## src/rtl/frontend_command_definition_pkg.sv

```systemverilog
// Shared frontend command format, op encodings and dispatcher FSM states.
`ifndef BANK_ADDR_BITS
`define BANK_ADDR_BITS 2
`endif

package frontend_command_definition_pkg;

  localparam int BANK_ADDR_BITS = `BANK_ADDR_BITS;
  localparam int BANK_COUNT     = 1 << BANK_ADDR_BITS;
  localparam int ROW_BITS       = 14;
  localparam int COL_BITS       = 10;

  localparam logic [1:0] OP_READ      = 2'b00;
  localparam logic [1:0] OP_WRITE     = 2'b01;
  localparam logic [1:0] OP_PRECHARGE = 2'b10;
  localparam logic [1:0] OP_REFRESH   = 2'b11;

  typedef struct packed {
    logic [1:0]                op;
    logic [BANK_ADDR_BITS-1:0] bank;
    logic [ROW_BITS-1:0]       row;
    logic [COL_BITS-1:0]       col;
  } frontend_command_t;

  typedef enum logic {
    ST_IDLE,
    ST_HOLD
  } dispatch_state_t;

endpackage

```

## src/rtl/open_row_table.sv

```systemverilog
// Per-bank open-row tracker; lookup sees the table as it will be after this cycle's transfer.
// Latency: lkp_hit is combinational. Backpressure: none, updates only on upd_en.
module open_row_table
  import frontend_command_definition_pkg::*;
(
  input  logic                      i_clk,
  input  logic                      i_rst,
  input  logic                      upd_en,
  input  logic [1:0]                upd_op,
  input  logic [BANK_ADDR_BITS-1:0] upd_bank,
  input  logic [ROW_BITS-1:0]       upd_row,
  input  logic [BANK_ADDR_BITS-1:0] lkp_bank,
  input  logic [ROW_BITS-1:0]       lkp_row,
  output logic                      lkp_hit
);

  logic [BANK_COUNT-1:0] vld_q;
  logic [BANK_COUNT-1:0] vld_d;
  logic [ROW_BITS-1:0]   row_q [BANK_COUNT];
  logic [ROW_BITS-1:0]   row_d [BANK_COUNT];

  always_comb begin
    vld_d = vld_q;
    row_d = row_q;
    if (upd_en) begin
      case (upd_op)
        OP_READ, OP_WRITE: begin
          vld_d[upd_bank] = 1'b1;
          row_d[upd_bank] = upd_row;
        end
        OP_PRECHARGE: vld_d[upd_bank] = 1'b0;
        default:      vld_d = '0;
      endcase
    end
  end

  // Compare against next state so a transfer in the latch cycle is seen.
  assign lkp_hit = vld_d[lkp_bank] && (row_d[lkp_bank] == lkp_row);

  always_ff @(posedge i_clk) begin
    if (i_rst) begin
      vld_q <= '0;
    end else begin
      vld_q <= vld_d;
      row_q <= row_d;
    end
  end

endmodule

```

## src/rtl/request_dispatcher.sv

```systemverilog
// Pops the request FIFO head into a one-entry stage and issues it to its bank (REFRESH to all); DISPATCH_ROW_HIT_EN adds row-hit tracking.
// Latency: pop in cycle N, bank valid in N+1; one command per cycle when the target is ready.
// Backpressure: a stalled head blocks the FIFO until every addressed bank takes it.
module request_dispatcher
  import frontend_command_definition_pkg::*;
#(
  parameter int BANK_NUM  = BANK_COUNT,
  parameter int CNT_WIDTH = 16
) (
  input  logic                 i_clk,
  input  logic                 i_rst,
  input  frontend_command_t    i_fifo_data,
  input  logic                 i_fifo_empty,
  output logic                 o_fifo_rd_en,
  output logic [BANK_NUM-1:0]  o_bank_valid,
  input  logic [BANK_NUM-1:0]  i_bank_ready,
  output frontend_command_t    o_bank_cmd,
  output logic                 o_row_hit,
  output logic [CNT_WIDTH-1:0] o_issue_cnt,
  output logic                 o_busy
);

  dispatch_state_t      state_q;
  dispatch_state_t      state_d;
  frontend_command_t    cmd_q;
  logic [BANK_NUM-1:0]  vld_q;
  logic [BANK_NUM-1:0]  pop_mask;
  logic [CNT_WIDTH-1:0] cnt_q;
  logic                 xfer;
  logic                 can_pop;

  assign can_pop = !i_fifo_empty && !i_rst;

  always_comb begin
    pop_mask = '0;
    if (i_fifo_data.op == OP_REFRESH) pop_mask = '1;
    else                              pop_mask[i_fifo_data.bank] = 1'b1;
  end

  always_ff @(posedge i_clk) begin
    if (i_rst) state_q <= ST_IDLE;
    else       state_q <= state_d;
  end

  always_comb begin
    state_d      = state_q;
    xfer         = 1'b0;
    o_fifo_rd_en = 1'b0;
    case (state_q)
      ST_IDLE: begin
        if (can_pop) begin
          o_fifo_rd_en = 1'b1;
          state_d      = ST_HOLD;
        end
      end
      ST_HOLD: begin
        // REFRESH drives all valids, so it completes only when every bank is ready.
        if (cmd_q.op == OP_REFRESH) xfer = &i_bank_ready;
        else                        xfer = |(vld_q & i_bank_ready);
        if (xfer) begin
          if (can_pop) o_fifo_rd_en = 1'b1;
          else         state_d      = ST_IDLE;
        end
      end
      default: state_d = ST_IDLE;
    endcase
  end

  always_ff @(posedge i_clk) begin
    if (i_rst) begin
      cmd_q <= '0;
      vld_q <= '0;
      cnt_q <= '0;
    end else begin
      if (o_fifo_rd_en) begin
        cmd_q <= i_fifo_data;
        vld_q <= pop_mask;
      end else if (xfer) begin
        vld_q <= '0;
      end
      if (xfer) cnt_q <= cnt_q + CNT_WIDTH'(1);
    end
  end

`ifdef DISPATCH_ROW_HIT_EN
  logic hit_d;
  logic hit_q;

  open_row_table u_open_row_table (
    .i_clk    (i_clk),
    .i_rst    (i_rst),
    .upd_en   (xfer),
    .upd_op   (cmd_q.op),
    .upd_bank (cmd_q.bank),
    .upd_row  (cmd_q.row),
    .lkp_bank (i_fifo_data.bank),
    .lkp_row  (i_fifo_data.row),
    .lkp_hit  (hit_d)
  );

  always_ff @(posedge i_clk) begin
    if (i_rst)             hit_q <= 1'b0;
    else if (o_fifo_rd_en) hit_q <= hit_d;
  end

  assign o_row_hit = hit_q;
`else
  assign o_row_hit = 1'b0;
`endif

  assign o_bank_valid = vld_q;
  assign o_bank_cmd   = cmd_q;
  assign o_issue_cnt  = cnt_q;
  assign o_busy       = (state_q == ST_HOLD);

endmodule

```

## config.mk

```make
export PLATFORM = sky130hd
export DESIGN_NAME = request_dispatcher
export DESIGN_NICKNAME = d
export VERILOG_FILES = /design/src/rtl/frontend_command_definition_pkg.sv /design/src/rtl/open_row_table.sv /design/src/rtl/request_dispatcher.sv
export SDC_FILE = /design/constraint.sdc
export NUM_CORES = 1
export LEC_CHECK = 0
export BUFFER_PORTS_ARGS = -buffer_cell sky130_fd_sc_hd__buf_2
export CORE_MARGIN = 8
export CORE_UTILIZATION = 44
export DETAILED_ROUTE_END_ITERATION = 10
export GPL_TIMING_DRIVEN = 0
export PLACE_DENSITY = 0.83
export SLEW_MARGIN = 5
export SYNTH_ARGS = -nofsm -noshare
export SYNTH_HDL_FRONTEND = slang
export SYNTH_SLANG_ARGS = --single-unit
export TNS_END_PERCENT = 30
```

## constraint.sdc

```tcl
create_clock -name i_clk -period 1.7 [get_ports i_clk]
set_input_delay 0.085 -clock i_clk [delete_from_list [all_inputs] [get_ports i_clk]]
set_output_delay 0.085 -clock i_clk [all_outputs]
set_load 0.02 [all_outputs]
```

==> results of run 1 <==
[path summary, 6_finish.rpt]
check	cells after the start	slack, ns	start	to
worst max-delay path	8	-0.07	o_bank_cmd[26]	o_bank_cmd[16]
worst min-delay path	3	0.11	i_fifo_data[21]	o_bank_cmd[21]
worst max register to register	8	-0.07	o_bank_cmd[26]	o_bank_cmd[16]
worst min register to register	2	0.48	o_bank_cmd[23]	o_bank_cmd[23]
[stage by stage]
stage | std cells | setup slack, ns | hold slack [ns]
floorplan | 254 | -0.0658 | 0.177
global placement | 407 | -0.254 | 0.312
detailed placement | 407 | -0.293 | 0.322
CTS | 425 | -0.0677 | 0.0994
global route | 437 | -0.142 | 0.103
finish | 437 | -0.0726 | 0.111
[cell families after synthesis]
group | synth area share
adders and majority gates | 0.00545
DFF | 0.428
xor gates and xnor gates | 0.0115
buffers and inverters | 0.0491
other | 0.00164
muxes | 0.0158
AOI/OAI and AO/OA | 0.246
and+or+nand+nor | 0.243
[power breakdown]
group | total (mW) | internal, mW | switching, mW
Clock | 0.697 | 0.291 | 0.406
Combinational | 0.539 | 0.239 | 0.300
Sequential | 1.24 | 1.20 | 0.0360
[state kept, by name, indices dropped and copies added (netlist names)]
| register | count |
|---|---|
| o_bank_cmd | 28 |
| o_issue_cnt | 16 |
| o_bank_valid | 4 |
| o_busy | 1 |
[what timing repair did]
| action | CTS | global route |
|---|---|---|
| hold buffers | 1 | 0 |
| resized for setup | 21 | 48 |
| pin swaps | 15 | 6 |
| hold endpoints to repair | 1 | 0 |
| setup endpoints to repair | 46 | 38 |
| cloned | 3 | 2 |
| buffers inserted | 7 | 10 |
[area by class of cell]
cell class | count | area (sq um)
flip-flops and latches | 49 | 995
clock inverters | 2 | 15.0
fillers | 432 | 1810
plain buffers | 20 | 135
clock buffers | 6 | 72.6
repair buffers | 105 | 596
multi-input cells | 182 | 1350
well taps | 70 | 87.6
inverters | 3 | 11.3
[tightest hold or removal path, stage by stage]
cell and delay [ns]:
buf_2 0.09, or3b_1 0.15, a21oi_1 0.05
[routing by layer]
metal | vias to the layer above | part of all wire
li1 | 1177 | -
met2 | 88 | 0.49
met4 | 0 | 0.015
met5 | - | 0
met1 | 1127 | 0.40
met3 | 12 | 0.087
[layout by cell type (no fill, tap or decap), types with 3 or more instances in the layout]
cell type,netlist,routed
nor2_1,12,12
or3b_2,18,18
o31ai_1,7,3
dfxtp_2,0,5
buf_2,3,86
or4_4,0,3
o31ai_2,0,4
clkbuf_8,0,6
nand3_1,4,3
nand4_1,5,5
xnor2_1,3,3
clkbuf_1,14,7
o21ai_0,29,28
a21oi_2,0,13
dfxtp_1,49,42
inv_1,3,3
or3b_1,10,9
buf_6,2,6
a32o_1,4,4
buf_4,1,20
or4_1,7,4
a21oi_1,43,30
nand2_1,8,8
==> metrics.txt, run 1 <==
ANT cells 0; max_cap viols 0; GR Overflow Total 0; Top FF cell, synth dfxtp_1; top-count cell post-synth dfxtp_1; RSZ-0062 raised after global routing true; peak supply drop 545 uV; Mean Syn Cell Area 9.03 sq um; CP dominant cell by count buf_4; fin crit period 1.77 ns; Detailed Route WL 7380 microns; first-pass GRT wire length 10900 microns; worst min path class primary input to flip-flop; Port Buf Inserts 83; crit-path cells and2_4, nor4b_4, buf_4, buf_4, buf_8, buf_6, or3b_1, a21oi_2; Crit Path Class flip-flop to flip-flop; Final TNS setup -0.509 ns; Final Util 0.643; Die X 88.2 microns; DIE AREA 0.00778 sq mm; Area Overhead vs Synth 42.3%; max frequency 0.564 GHz; clock sinks 49; EDFF count, synth 0; wire per inst 16.9 microns; vias in the first global route 2330; H-tree Lvls 2; 1st-iter DRT viols 85; CTS tree done; worst path bufs/invs 4; post-synth top area share 0.428; status complete, but fails checks; Mapped Area 0.00229 sq mm; DP HPWL 4820 microns; Clock Latency Late Sink 0.31 ns; routed via count 2404; failing checks setup timing; Initial Util 0.452; total power 2.48 mW; CP startpoint kind flip-flop; post-synthesis async set-or-reset flop share 0; M1 GR Usage 0.207; Yosys cell types 43; number of clock buffers inserted by TritonCTS 5; crit share post-route 1.04; Critical Path AT 2.01 ns; placed cell area 0.00281 sq mm; largest net degree at the start of global routing 16; largest stage delay on the critical path 0.40 ns; Slew @ Worst Pin 0.625 ns; Layout Nets 402; Slowest cell on crit path or3b_1; antenna-violating nets left 0; Leak 1.38 nW; clk buf depth 2; Clock Skew 0.00494 ns; sequential share of the synthesized area 0.428; Total Routing Usage GR 0.176; register bit total from synthesis 49; Net Count, Synth 290; ranking of synthesized cells by area dfxtp_1, a21oi_1, or3b_2; Synth area leader dfxtp_1; GP Congestion 0.801; Ys Warns 0; Crit Path Max Fanout 10; met3 Usage GRT 0.0629; P per Cell Area 758 mW/mm^2; Synth Instances 254; synth cell count leaders dfxtp_1, a21oi_1, o21ai_0, or3b_2, clkbuf_1; DR DRC count 0; row count 26; drt pass-1 iters 5; # IOs 86; initial antenna violation count 0; final instance area 0.00326 sq mm; Core Footprint 0.00507 sq mm; endpoint type of the worst setup path flip-flop; post-route setup slack -0.0726 ns; Final Hold Viols 0; Slew HR 0.583; CP required 1.94 ns; Clock transition at path regs 0.09 ns; met2 Track Usage GR 0.288; DIE HEIGHT 88.2 microns; global route hottest layer met2; Root Buffer clkbuf_8; final-report setup violation count 18; Slew Limit Fails 0; delay-heaviest family, CP simple AND/OR/NAND/NOR gates; vias per inst 5.50; layout cells sized above 1 0.510
(Power assumes the default switching activity.)
==> run 2: changes to the inputs <==
--- a/config.mk
+++ b/config.mk
@@ -11,8 +11,8 @@
 export DETAILED_ROUTE_END_ITERATION = 10
 export GPL_TIMING_DRIVEN = 0
 export PLACE_DENSITY = 0.83
+export REMOVE_ABC_BUFFERS = 1
 export SLEW_MARGIN = 5
 export SYNTH_ARGS = -nofsm -noshare
 export SYNTH_HDL_FRONTEND = slang
 export SYNTH_SLANG_ARGS = --single-unit
-export TNS_END_PERCENT = 30
==> run 2 against run 1 <==
Net effect:
- the run still ends with setup timing left
- highest routed layer unchanged
- sequential share of layout area increased by 1.0 points
- worst hold slack got worse by 0.020 ns
- routed wire length decreased by 2.5%
- cell count decreased by 4.1%
==> metrics.txt, run 2 (same netlist as run 1, synthesis figures left out) <==
Clock transition at path regs 0.09 ns (about the same); area of the multi-input gates 0.00133 sq mm (-1.7%); Crit Path Max Fanout 4 (-6); H-tree Lvls 2 (unchanged); Clock Latency Late Sink 0.30 ns (about the same); clk buf depth 2 (unchanged); layout cells sized above 1 0.463 (-0.0469); endpoint type of the worst setup path flip-flop; Area Overhead vs Synth 37.6%; first-pass GRT wire length 11100 microns (+1.7%); worst path bufs/invs 1 (-3); largest stage delay on the critical path 0.46 ns (+0.06 ns); Slew @ Worst Pin 0.972 ns (+0.347 ns); register area 993 sq um (-0.13%); DR DRC count 0 (unchanged); Core Footprint 0.00507 sq mm (unchanged); status complete, but fails checks; vias in the first global route 2222 (-4.6%); setup slack, reg-to-reg -0.07 ns (about the same); Hold Crit Depth 2 (-1); Total Routing Usage GR 0.182 (+0.00569); Slew Limit Fails 0 (unchanged); clock sinks 49 (unchanged); DIE AREA 0.00778 sq mm (unchanged); 1st-iter DRT viols 164 (+93%); number of clock buffers inserted by TritonCTS 5 (unchanged); Port Buf Inserts 84 (+1.2%); CP required 1.93 ns (about the same); fin crit period 1.77 ns (-0.00119 ns); crit share post-route 1.04 (about the same); Fillers 471 (+9.0%); Die X 88.2 microns (unchanged); Root Buffer clkbuf_8; Crit Path Class flip-flop to flip-flop; Detailed Route WL 7190 microns (-2.5%); Slew HR 0.352 (-0.231); max frequency 0.565 GHz (about the same); row count 26 (unchanged); worst hold margin 0.0911 ns (-0.0204 ns); Leak 1.34 nW (-2.7%); RR Endpoint o_issue_cnt[7]; GP Congestion 0.757 (-5.4%); peak supply drop 427 uV (-22%); max reg flops 28 (unchanged); worst min path class primary input to flip-flop; min-delay src i_fifo_empty; R2R Path Start o_bank_cmd[26]; crit-path cells and2_4, a221o_2, buf_6, or4_1, a21oi_1; # IOs 86 (unchanged); Critical Path AT 2.00 ns (about the same); final-report setup violation count 19 (+1); delay-heaviest family, CP simple AND/OR/NAND/NOR gates; Layout Nets 384 (-4.5%); DP HPWL 4290 microns (-11%); Initial Util 0.452 (unchanged); CP startpoint kind flip-flop; Final TNS setup -0.408 ns (+0.101 ns); P per Cell Area 772 mW/mm^2 (+1.8%); Clock Skew 0.00894 ns (+0.00399 ns); vias per inst 5.66 (+2.9%); post-route setup slack -0.0714 ns (+0.00119 ns); Final Hold Viols 0 (unchanged); routed via count 2372 (-1.3%); Worst Hold Path EP o_busy; most common cell after layout, fill and taps aside buf_2; hold buffer count at cts 0 (-1); antenna-violating nets left 0 (unchanged); failing checks setup timing; Slowest cell on crit path or4_1; CTS tree done; RSZ-0062 raised after global routing true; wire per inst 17.2 microns (+1.6%); GR Overflow Total 0 (unchanged); max_cap viols 0 (unchanged); largest net degree at the start of global routing 54 (+38); Worst Reg2Reg Path Length in Cells 5 (-3); drt pass-1 iters 4 (-1); most frequent cells in the layout buf_2, a21oi_1, dfxtp_1; initial antenna violation count 1 (+1); DIE HEIGHT 88.2 microns (unchanged)
## run 2: changes by cell type in the layout (fill, tap and decap cells not counted), moves of 4 or more
cell,previous run,this run
a21oi_2,13,1
buf_4,20,16
a21oi_1,30,42
clkbuf_1,7,1
## run 2: cell type report
cell class              count  area share
multi-input cells         183       0.421
flip-flops and latches     49       0.315
repair buffers            106       0.205
well taps                  70      0.0277
clock buffers               7      0.0273
inverters                   3     0.00357
diodes                      1    0.000793
## run 2: power by group
part           switching, mW  internal, mW  total [mW]
clock network          0.366         0.324       0.689
registers             0.0387          1.20        1.24
logic                  0.286         0.220       0.505
total                  0.690          1.75        2.44
## run 2: repair_timing
| item | CTS | global route |
|---|---|---|
| resized for setup | 20 | 16 |
| setup endpoints to repair | 47 | 44 |
| cloned | 3 | 1 |
| pin swaps | 21 | 9 |
| buffers inserted | 17 | 3 |
## run 2: through the flow
step / util / worst slack (ns) / cells / area [sq um] / total power, mW
after global placement: 0.532 / -2.21 / 387 / 2700 / 1.64
after detailed placement: 0.538 / -0.362 / 389 / 2730 / 1.67
after global routing: 0.622 / -0.155 / 419 / 3160 / 2.54
after floorplan: - / -1.39 / 233 / 2190 / 1.49
final: 0.622 / -0.0714 / 419 / 3160 / 2.44
after CTS: 0.599 / -0.0475 / 415 / 3040 / 2.41
## run 2: routing by layer
layer,share of wire,track usage,vias to the layer above
met5,0,0,-
met4,0.036,0.106,0
met3,0.056,0.0281,21
met2,0.49,0.307,83
met1,0.41,0.212,1123
li1,-,-,1145
## run 2: worst max-delay path by stage
stage	from	to	slack, ns	depth (start not counted)
2_1_floorplan	o_busy	o_bank_valid[0]	-1.39	4
3_3_place_gp	o_bank_valid[0]	o_bank_valid[2]	-2.21	4
3_5_place_dp	o_bank_cmd[27]	o_bank_valid[3]	-0.36	4
4_1_cts	o_bank_valid[0]	o_fifo_rd_en	-0.05	5
5_1_grt	o_bank_valid[0]	o_fifo_rd_en	-0.16	5
6_report	o_bank_cmd[26]	o_issue_cnt[7]	-0.07	5
==> run 3: changes to the inputs <==
--- a/config.mk
+++ b/config.mk
@@ -5,6 +5,7 @@
 export SDC_FILE = /design/constraint.sdc
 export NUM_CORES = 1
 export LEC_CHECK = 0
+export ABC_AREA = 1
 export BUFFER_PORTS_ARGS = -buffer_cell sky130_fd_sc_hd__buf_2
 export CORE_MARGIN = 8
 export CORE_UTILIZATION = 44
==> run 3 against run 2 <==
Net effect:
- the run now ends clean
- synthesized cell count is 21% higher
- count of clock-buffer cells in the layout fell by 1
- fmax rose by 7.8%
- largest power group unchanged
==> metrics.txt, run 3 <==
vias per inst 4.94 (-13%); crit-path cells nand2_1, nand3_2, o21ai_4, nand2_4, nand2_8, inv_12, buf_4; Slew @ Worst Pin 0.925 ns (-0.0465 ns); endpoint type of the worst setup path output port; GR Overflow Total 0 (unchanged); Area Overhead vs Synth 36.1%; post-synth top area share 0.432 (+0.00472); Mapped Area 0.00227 sq mm (-1.1%); crit share post-route 0.966 (-0.0757); row count 26 (unchanged); number of clock buffers inserted by TritonCTS 5 (unchanged); wire per inst 14.0 microns (-18%); Slew HR 0.379 (+0.0272); 1st-iter DRT viols 81 (-51%); Mean Syn Cell Area 7.37 sq um (-18%); synth cell count leaders nand2_1, dfxtp_1, nand3_1, inv_1, a21oi_1; setup slack, reg-to-reg 0.12 ns (+0.19 ns); Yosys cell types 33 (-23%); most frequent cells in the layout nand2_1, buf_2, dfxtp_1; vias in the first global route 2428 (+9.3%); Synth Area in Compound Gates 0.0927 (-0.153); CP required 1.62 ns (-0.31 ns); max_cap viols 0 (unchanged); routed via count 2419 (+2.0%); peak supply drop 564 uV (+32%); delay-heaviest family, CP simple AND/OR/NAND/NOR gates; most common cell after layout, fill and taps aside nand2_1; clk buf depth 2 (unchanged); Initial Util 0.450 (-0.00205); final-report setup violation count 0 (-19); antenna-violating nets left 0 (unchanged); Hold Crit Depth 3 (+1); DP HPWL 4320 microns (+0.64%); total power 2.36 mW (-3.0%); worst hold margin 0.0203 ns (-0.0707 ns); Leak 1.47 nW (+9.8%); mux cell area share after synthesis 0 (-0.0158); Worst Reg2Reg Path Length in Cells 8 (+3); CP Depth 7 (+2); register bit total from synthesis 49 (unchanged); sequential share of the synthesized area 0.432 (+0.00472); # IOs 86 (unchanged); clock sinks 49 (unchanged); fin crit period 1.64 ns (-0.129 ns); Synth area leader dfxtp_1; H-tree Lvls 2 (unchanged); max frequency 0.609 GHz (+7.8%); Final Hold Viols 0 (unchanged); Clock transition at path regs 0.10 ns (about the same); Slowest cell on crit path dfxtp_1; Slew Limit Fails 0 (unchanged); post-synthesis async set-or-reset flop share 0 (unchanged); initial antenna violation count 1 (unchanged); GP Congestion 0.931 (+23%); Layout Nets 454 (+18%); Post-Synth Simple-Gate Area 0.368 (+0.125); DR DRC count 0 (unchanged); Port Buf Inserts 84 (unchanged); top-count cell post-synth nand2_1; CTS tree done; Synth Instances 308 (+21%); post-synthesis xor/xnor area fraction 0.0116 (+0.000126); Detailed Route WL 6860 microns (-4.6%); ranking of synthesized cells by area dfxtp_1, nand2_1, nand3_1; Total Routing Usage GR 0.176 (-0.00556); Die X 87.8 microns (-0.45%); adder-cell area share of the yosys netlist 0.00552 (+0.0000602); P per Cell Area 766 mW/mm^2 (-0.81%); DIE AREA 0.00771 sq mm (-0.89%); status completed; CP startpoint kind flip-flop; Crit Path Max Fanout 27 (+23); Top FF cell, synth dfxtp_1; Final Util 0.612 (-0.00988); worst path bufs/invs 2 (+1); largest stage delay on the critical path 0.35 ns (-0.11 ns); Crit Path Class flip-flop to output port; Root Buffer clkbuf_8; DIE HEIGHT 87.8 microns (-0.45%); worst min path class primary input to flip-flop; largest family of logic cells by synthesized area simple AND/OR/NAND/NOR gates; max reg flops 28 (unchanged); Ys Warns 0 (unchanged); Clock Latency Late Sink 0.30 ns (about the same); Clock Skew 0.0140 ns (+0.00509 ns); EDFF count, synth 0 (unchanged); layout cells sized above 1 0.270 (-0.193); largest net degree at the start of global routing 36 (-33%); first-pass GRT wire length 10800 microns (-2.5%); Critical Path AT 1.56 ns (-0.44 ns); drt pass-1 iters 4 (unchanged); Core Footprint 0.00504 sq mm (-0.64%)
run 3: worst min-delay path, delay by kind of cell:
family	cells	cell delay (ns)
buffers and inverters	2	0.15
AOI/OAI and AO/OA	1	0.07
run 3: cells by family (layout without fill, tap and decap cells):
family          after synthesis  in the layout
buf+inv                      35            145
compound gates               34             34
other cells                   1              2
xor+xnor                      3              3
flops                        49             49
simple gates                185            186
fa+ha+maj                     1              1
run 3: layout make-up:
class                           count  area [sq um]
Antenna cell                        1          2.50
Clock buffer                        6          72.6
Clock inverter                      2          15.0
Fill cell                         452          1960
Inverter                           22          95.1
Multi-Input combinational cell    225          1110
Sequential cell                    49           983
Tap cell                           70          87.6
Timing Repair Buffer              115           723
run 3: where the power goes:
part / switching, mW / total, mW / internal [mW]
combinational: 0.270 / 0.444 / 0.174
sequential: 0.0375 / 1.25 / 1.21
clock: 0.381 / 0.672 / 0.290
total: 0.689 / 2.36 / 1.68
run 3: worst paths after layout:
check                         end            start
setup / recovery     o_fifo_rd_en  o_bank_valid[2]
hold / removal     o_bank_cmd[24]  i_fifo_data[24]
setup reg to reg  o_bank_valid[0]  o_bank_valid[2]
hold reg to reg    o_bank_cmd[23]   o_bank_cmd[23]
run 3: layer usage:
| layer | track usage | vias to the layer above | part of all wire |
|---|---|---|---|
| met1 | 0.180 | 1096 | 0.39 |
| met4 | 0.0703 | 0 | 0.020 |
| met3 | 0.0741 | 14 | 0.11 |
| met5 | 0 | - | 0 |
| met2 | 0.311 | 96 | 0.48 |
| li1 | - | 1213 | - |
run 3: timing repair:
| action | 4_1_cts | 5_1_grt |
|---|---|---|
| pin swaps | 1 | 0 |
| setup endpoints to repair | 1 | 9 |
| buffers inserted | 1 | 3 |
| hold endpoints to repair | 27 | 0 |
| gates resized for setup | 0 | 6 |
| gates cloned | 1 | 0 |
| hold buffers | 27 | 0 |
run 3: stage by stage:
step	setup WS, ns	std cells	area [sq um]	TNS, ns
after global routing	-0.0101	490	3090	-0.0101
after CTS	0.0217	486	3040	0
after floorplan	0.258	295	2160	0
final	0.0572	490	3090	0
after detailed placement	-0.0926	449	2670	-2.01
after global placement	-0.0929	449	2670	-2.14
